==> src/rtl/clock_time_setter.sv <==
// rtl/clock_time_setter.sv - key-driven hh:mm:ss entry controller feeding the clock core set port
module clock_time_setter #(
    parameter int TIMEOUT    = 500_000_000,
    parameter int BLINK_DIV  = 12_500_000,
    parameter int SET_CYCLES = 2
) (
    input  logic       clk,
    input  logic       rst,
    input  logic       key_mode,
    input  logic       key_up,
    input  logic       key_down,
    input  logic [7:0] cur_hh,
    input  logic [7:0] cur_mm,
    input  logic [7:0] cur_ss,
    output logic       set,
    output logic [7:0] s_hh,
    output logic [7:0] s_mm,
    output logic [7:0] s_ss,
    output logic       editing,
    output logic [1:0] field,
    output logic       blink
);

    localparam int TW = $clog2(TIMEOUT);
    localparam int BW = $clog2(BLINK_DIV + 1);
    localparam int SW = $clog2(SET_CYCLES + 1);

    localparam logic [TW-1:0] TMO_LAST = TW'(TIMEOUT - 1);
    localparam logic [BW-1:0] BLK_LAST = BW'(BLINK_DIV - 1);
    localparam logic [SW-1:0] SET_LAST = SW'(SET_CYCLES - 1);

    typedef enum logic [2:0] {
        IDLE    = 3'd0,
        EDIT_HH = 3'd1,
        EDIT_MM = 3'd2,
        EDIT_SS = 3'd3,
        COMMIT  = 3'd4
    } state_t;

    state_t        state_q, state_d;
    logic [7:0]    hh_q, hh_d, mm_q, mm_d, ss_q, ss_d;
    logic [TW-1:0] tmo_q, tmo_d;
    logic [BW-1:0] blk_q, blk_d;
    logic [SW-1:0] set_cnt_q, set_cnt_d;
    logic          blink_q, blink_d;
    logic          set_q, set_d;
    logic          editing_q, editing_d;
    logic [1:0]    field_q, field_d;
    logic          field_chg;
    logic          key_any;
    logic          adj;

    function automatic logic [7:0] inc_wrap(input logic [7:0] v, input logic [7:0] max);
        return (v >= max) ? 8'd0 : v + 8'd1;
    endfunction

    function automatic logic [7:0] dec_wrap(input logic [7:0] v, input logic [7:0] max);
        return (v == 8'd0 || v > max) ? max : v - 8'd1;
    endfunction

    assign key_any = key_mode | key_up | key_down;
    assign adj     = key_up ^ key_down;

    always_comb begin
        state_d   = state_q;
        hh_d      = hh_q;
        mm_d      = mm_q;
        ss_d      = ss_q;
        tmo_d     = tmo_q;
        set_cnt_d = set_cnt_q;
        field_chg = 1'b0;

        case (state_q)
            IDLE: begin
                if (key_mode) begin
                    state_d   = EDIT_HH;
                    hh_d      = (cur_hh > 8'd23) ? 8'd0 : cur_hh;
                    mm_d      = (cur_mm > 8'd59) ? 8'd0 : cur_mm;
                    ss_d      = (cur_ss > 8'd59) ? 8'd0 : cur_ss;
                    tmo_d     = '0;
                    field_chg = 1'b1;
                end
            end
            EDIT_HH, EDIT_MM, EDIT_SS: begin
                if (key_mode) begin
                    field_chg = 1'b1;
                    tmo_d     = '0;
                    case (state_q)
                        EDIT_HH: state_d = EDIT_MM;
                        EDIT_MM: state_d = EDIT_SS;
                        default: begin
                            state_d   = COMMIT;
                            set_cnt_d = '0;
                        end
                    endcase
                end else if (key_any) begin
                    // Both up and down together still counts as activity but edits nothing.
                    tmo_d = '0;
                    if (adj) begin
                        case (state_q)
                            EDIT_HH: hh_d = key_up ? inc_wrap(hh_q, 8'd23) : dec_wrap(hh_q, 8'd23);
                            EDIT_MM: mm_d = key_up ? inc_wrap(mm_q, 8'd59) : dec_wrap(mm_q, 8'd59);
                            default: ss_d = key_up ? inc_wrap(ss_q, 8'd59) : dec_wrap(ss_q, 8'd59);
                        endcase
                    end
                end else if (tmo_q == TMO_LAST) begin
                    state_d = IDLE;
                end else begin
                    tmo_d = tmo_q + 1'b1;
                end
            end
            COMMIT: begin
                if (set_cnt_q == SET_LAST) begin
                    state_d = IDLE;
                end else begin
                    set_cnt_d = set_cnt_q + 1'b1;
                end
            end
            default: state_d = IDLE;
        endcase
    end

    always_comb begin
        blk_d     = blk_q;
        blink_d   = blink_q;
        editing_d = 1'b0;
        field_d   = 2'd0;
        set_d     = (state_d == COMMIT);

        case (state_d)
            EDIT_HH: field_d = 2'd1;
            EDIT_MM: field_d = 2'd2;
            EDIT_SS: field_d = 2'd3;
            default: field_d = 2'd0;
        endcase
        editing_d = (field_d != 2'd0);

        // A freshly selected field is shown lit straight away.
        if (!editing_d) begin
            blk_d   = '0;
            blink_d = 1'b0;
        end else if (field_chg) begin
            blk_d   = '0;
            blink_d = 1'b1;
        end else if (blk_q == BLK_LAST) begin
            blk_d   = '0;
            blink_d = ~blink_q;
        end else begin
            blk_d = blk_q + 1'b1;
        end
    end

    always_ff @(posedge clk or posedge rst) begin
        if (rst) begin
            state_q   <= IDLE;
            hh_q      <= 8'd0;
            mm_q      <= 8'd0;
            ss_q      <= 8'd0;
            tmo_q     <= '0;
            blk_q     <= '0;
            set_cnt_q <= '0;
            blink_q   <= 1'b0;
            set_q     <= 1'b0;
            editing_q <= 1'b0;
            field_q   <= 2'd0;
        end else begin
            state_q   <= state_d;
            hh_q      <= hh_d;
            mm_q      <= mm_d;
            ss_q      <= ss_d;
            tmo_q     <= tmo_d;
            blk_q     <= blk_d;
            set_cnt_q <= set_cnt_d;
            blink_q   <= blink_d;
            set_q     <= set_d;
            editing_q <= editing_d;
            field_q   <= field_d;
        end
    end

    assign set     = set_q;
    assign s_hh    = hh_q;
    assign s_mm    = mm_q;
    assign s_ss    = ss_q;
    assign editing = editing_q;
    assign field   = field_q;
    assign blink   = blink_q;

endmodule

==> config.mk <==
export PLATFORM = sky130hd
export DESIGN_NAME = clock_time_setter
export DESIGN_NICKNAME = d
export VERILOG_FILES = /design/src/rtl/clock_time_setter.sv
export SDC_FILE = /design/constraint.sdc
export NUM_CORES = 1
export LEC_CHECK = 0
export BUFFER_PORTS_ARGS = -buffer_cell sky130_fd_sc_hd__buf_4
export CAP_MARGIN = 40
export CORE_UTILIZATION = 54
export DETAILED_ROUTE_END_ITERATION = 12
export PLACE_DENSITY_LB_ADDON = 0.08
export SLEW_MARGIN = 20
export SYNTH_ARGS = -nofsm -noshare
export SYNTH_HDL_FRONTEND = slang
export SYNTH_SLANG_ARGS = --single-unit
==> constraint.sdc <==
create_clock -name clk -period 2.35 [get_ports clk]
set_clock_uncertainty 0.2 [all_clocks]
set_input_delay 0.1175 -clock clk [delete_from_list [all_inputs] [get_ports clk]]
set_output_delay 0.1175 -clock clk [all_outputs]
set_load 0.05 [all_outputs]
==> results_dict.tcl <==
set metrics [dict create \
    antenna_found_initial 0 \
    r2r-start "blk_q[8]$_DFF_PP0_" \
    vias 4962 \
    avgSynthCellArea_um2 8.901 \
    power_switching_mw 3.254 \
    netlist_instances 613 \
    worst_slew_pin_slew_ps 591.6 \
    grt_max_degree 27 \
    dr.first_iter.drc_count 204 \
    arrival_ps 2310 \
    gp_congestion 0.8780 \
    critPathRequiredTime_ps 2470 \
    port_buffers 57 \
    grt_pass1_wl_um 21990 \
    hp-class "input pin to flip-flop" \
    clk_path_buf_depth 2 \
    fin_hold_ws_ps 9.953 \
    dieArea_um2 10510 \
    synth_cell_types 71 \
    synth_area_leaders "dfrtp_1, nor2_1, xor2_1" \
    fp.dieH_um 102.5 \
    clk_pin_slew_ps 100 \
    seq_power_share 0.319 \
    power_density_nw_per_um2 1026 \
    fmax_mhz 455.1 \
    yosys.area.top_type "dfrtp_1" \
    clock-root-buffer "clkbuf_8" \
    synth_fp_nets 654 \
    hold_violations 0 \
    area_growth_pct 21.35 \
    rsz0062_at_grt "false" \
    p_leak_nw 2.889 \
    fp-row-count 36 \
    synth_ff_type "dfrtp_1" \
    min_from "key_down" \
    antennaDiodeCount 0 \
    cap_violations 0 \
    drive_above_1_share 0.1935 \
    fin_crit_ps 2197 \
    synth_area_um2 5456 \
    post-dp-hpwl_um 9455 \
    finalCritPeriodShare 0.9349 \
    crit_start "key_mode" \
    cell_internal_pwr_mw 3.542 \
    synth-seq-cells 87 \
    h-tree-depth 3 \
    synth.top_cell.area_share 0.3990 \
    yosys_warnings 0 \
    worstSetupEndpointType "flip-flop" \
    synthArstFlopShare 1.000 \
    final_cell_mix "buf_4, dfrtp_1, nor2_1" \
    drc 0 \
    wl_um 13290 \
    drtAntennaViolNets 0 \
    final_common_cell "buf_4" \
    maxSlewViolCount 0 \
    post_drt_wl_per_cell_um 15.71 \
    ctsResizeCount 0 \
    grt_pass1_vias 4677 \
    slew_headroom 0.6048 \
    setup_violations 0 \
    worst_slack_ps 152.9 \
    die_x_um 102.5 \
    globalRouteTotalUtil 0.2669 \
    start_kind "input pin" \
    power_frac_comb 0.535 \
    cts_hold_buf 22 \
    critPathKind "input pin to flip-flop" \
    nets 749 \
    synth_edf_count 0 \
    vias_per_cell 5.865 \
    ir_drop_mv 0.8192 \
    clockPowerShare 0.146 \
    synth_seq_area_share 0.3990 \
    initial_core_util 0.5582 \
    tritoncts "built" \
    fin_util 0.6774 \
    critPathMaxFanout 13 \
    cts_sinks 87 \
    overflow 0 \
    dpl_worst_slack_ps 148.3 \
    status "completed" \
    report.power.total_mw 6.795 \
    cts_buffers 9 \
    drt-pass1-iter-count 5 \
    tns_ps 0 \
    n_fill_cell 778 \
    io-pin-count 58 \
    core_um2 9774 \
    worstSkewPairLatency_ps 370 \
    switching_share 0.4788 \
    cts_setup_buffers 0 \
]
-- stage by stage --
step	instance area [µm²]	instances
2_1_floorplan	5460	613
3_3_place_gp	6221	808
3_5_place_dp	6221	808
4_1_cts	6621	846
5_1_grt	6621	846
6_report	6621	846
-- area by class of cell --
class	count	area, µm²	area share
inverter	18	71.32	0.01077
sequential	87	2177	0.3288
clock inverter	6	52.55	0.007937
timing repair buffer	116	963.4	0.1455
tap	133	166.4	0.02513
clock buffer	10	127.6	0.01927
multi-input combinational	476	3063	0.4626
-- final timing paths --
check	to	slack, ps	cells after the start
min in group asynchronous	blk_q[13]$_DFF_PP0_	170	3
max in group asynchronous	s_hh[4]$_DFFE_PP0P_	1190	4
max	tmo_q[7]$_DFFE_PP0P_	150	7
min reg2reg	blk_q[0]$_DFF_PP0_	290	1
min	s_hh[6]$_DFFE_PP0P_	10	5
max reg2reg	blink$_DFFE_PP0P_	150	5
-- sequential cells by signal, summed over array words and instances, names as in the netlist --
name / cells
blink: 1
blk_q: 24
editing: 1
field: 2
s_hh: 8
s_mm: 8
s_ss: 8
set: 1
set_cnt_q: 2
state_q: 3
tmo_q: 29
-- per-layer routing --
metal,share of wire,routed length [µm],vias up,track usage
li1,-,-,2426,-
met1,0.46,6150,2389,0.3776
met2,0.48,6328,128,0.4267
met3,0.048,636,19,0.04000
met4,0.013,174,0,0.07582
met5,0,0,-,0
-- cells by family after synthesis --
logic type	after synthesis	synth area share
buffers and inverters	50	0.03967
XOR/XNOR	41	0.06581
AND/OR/NAND/NOR	279	0.2875
flip-flops	87	0.3990
AO/OA/AOI/OAI	137	0.1672
adder cells (fa/ha/maj)	12	0.02752
multiplexers	7	0.01330
-- cells in the mapped netlist, types with 3 or more instances --
master,count
a221o_1,3
o21ai_0,30
o22a_1,4
inv_1,17
a211o_1,4
nand2b_1,9
or3_1,7
or2_2,4
nor4_1,6
xor2_1,30
nor3_1,16
a32oi_1,3
a21oi_1,28
a211oi_1,6
nand4_1,16
and3_1,15
dfrtp_1,87
buf_2,16
nor4b_1,4
a22oi_1,5
a22o_1,3
nand3b_1,4
nor4_4,3
o31ai_1,4
nand3_1,31
nor2_1,72
nor3b_1,6
and4_1,7
mux2i_1,5
o211ai_1,5
a31oi_1,22
or4_1,3
a21o_1,3
xnor2_1,11
nor2b_1,8
clkbuf_1,11
nand2_1,48
ha_1,12
-- power by group through the flow --
stage / registers, mW / clock network, mW / logic (mW)
3_3_place_gp: 2.17 / 0 / 3.53
6_report: 2.17 / 0.991 / 3.64
2_1_floorplan: 2.66 / 0 / 1.99
3_5_place_dp: 2.19 / 0 / 3.57
5_1_grt: 2.22 / 1.07 / 3.94
4_1_cts: 2.16 / 1.01 / 3.62
-- worst max-delay path: stages --
cell and delay, ps:
dlygate4sd3_1 540, buf_4 180, nor3_1 370, nand2_1 320
buf_4 260, nor4_1 330, o22a_1 180
Power figures use the tool's default switching activity.
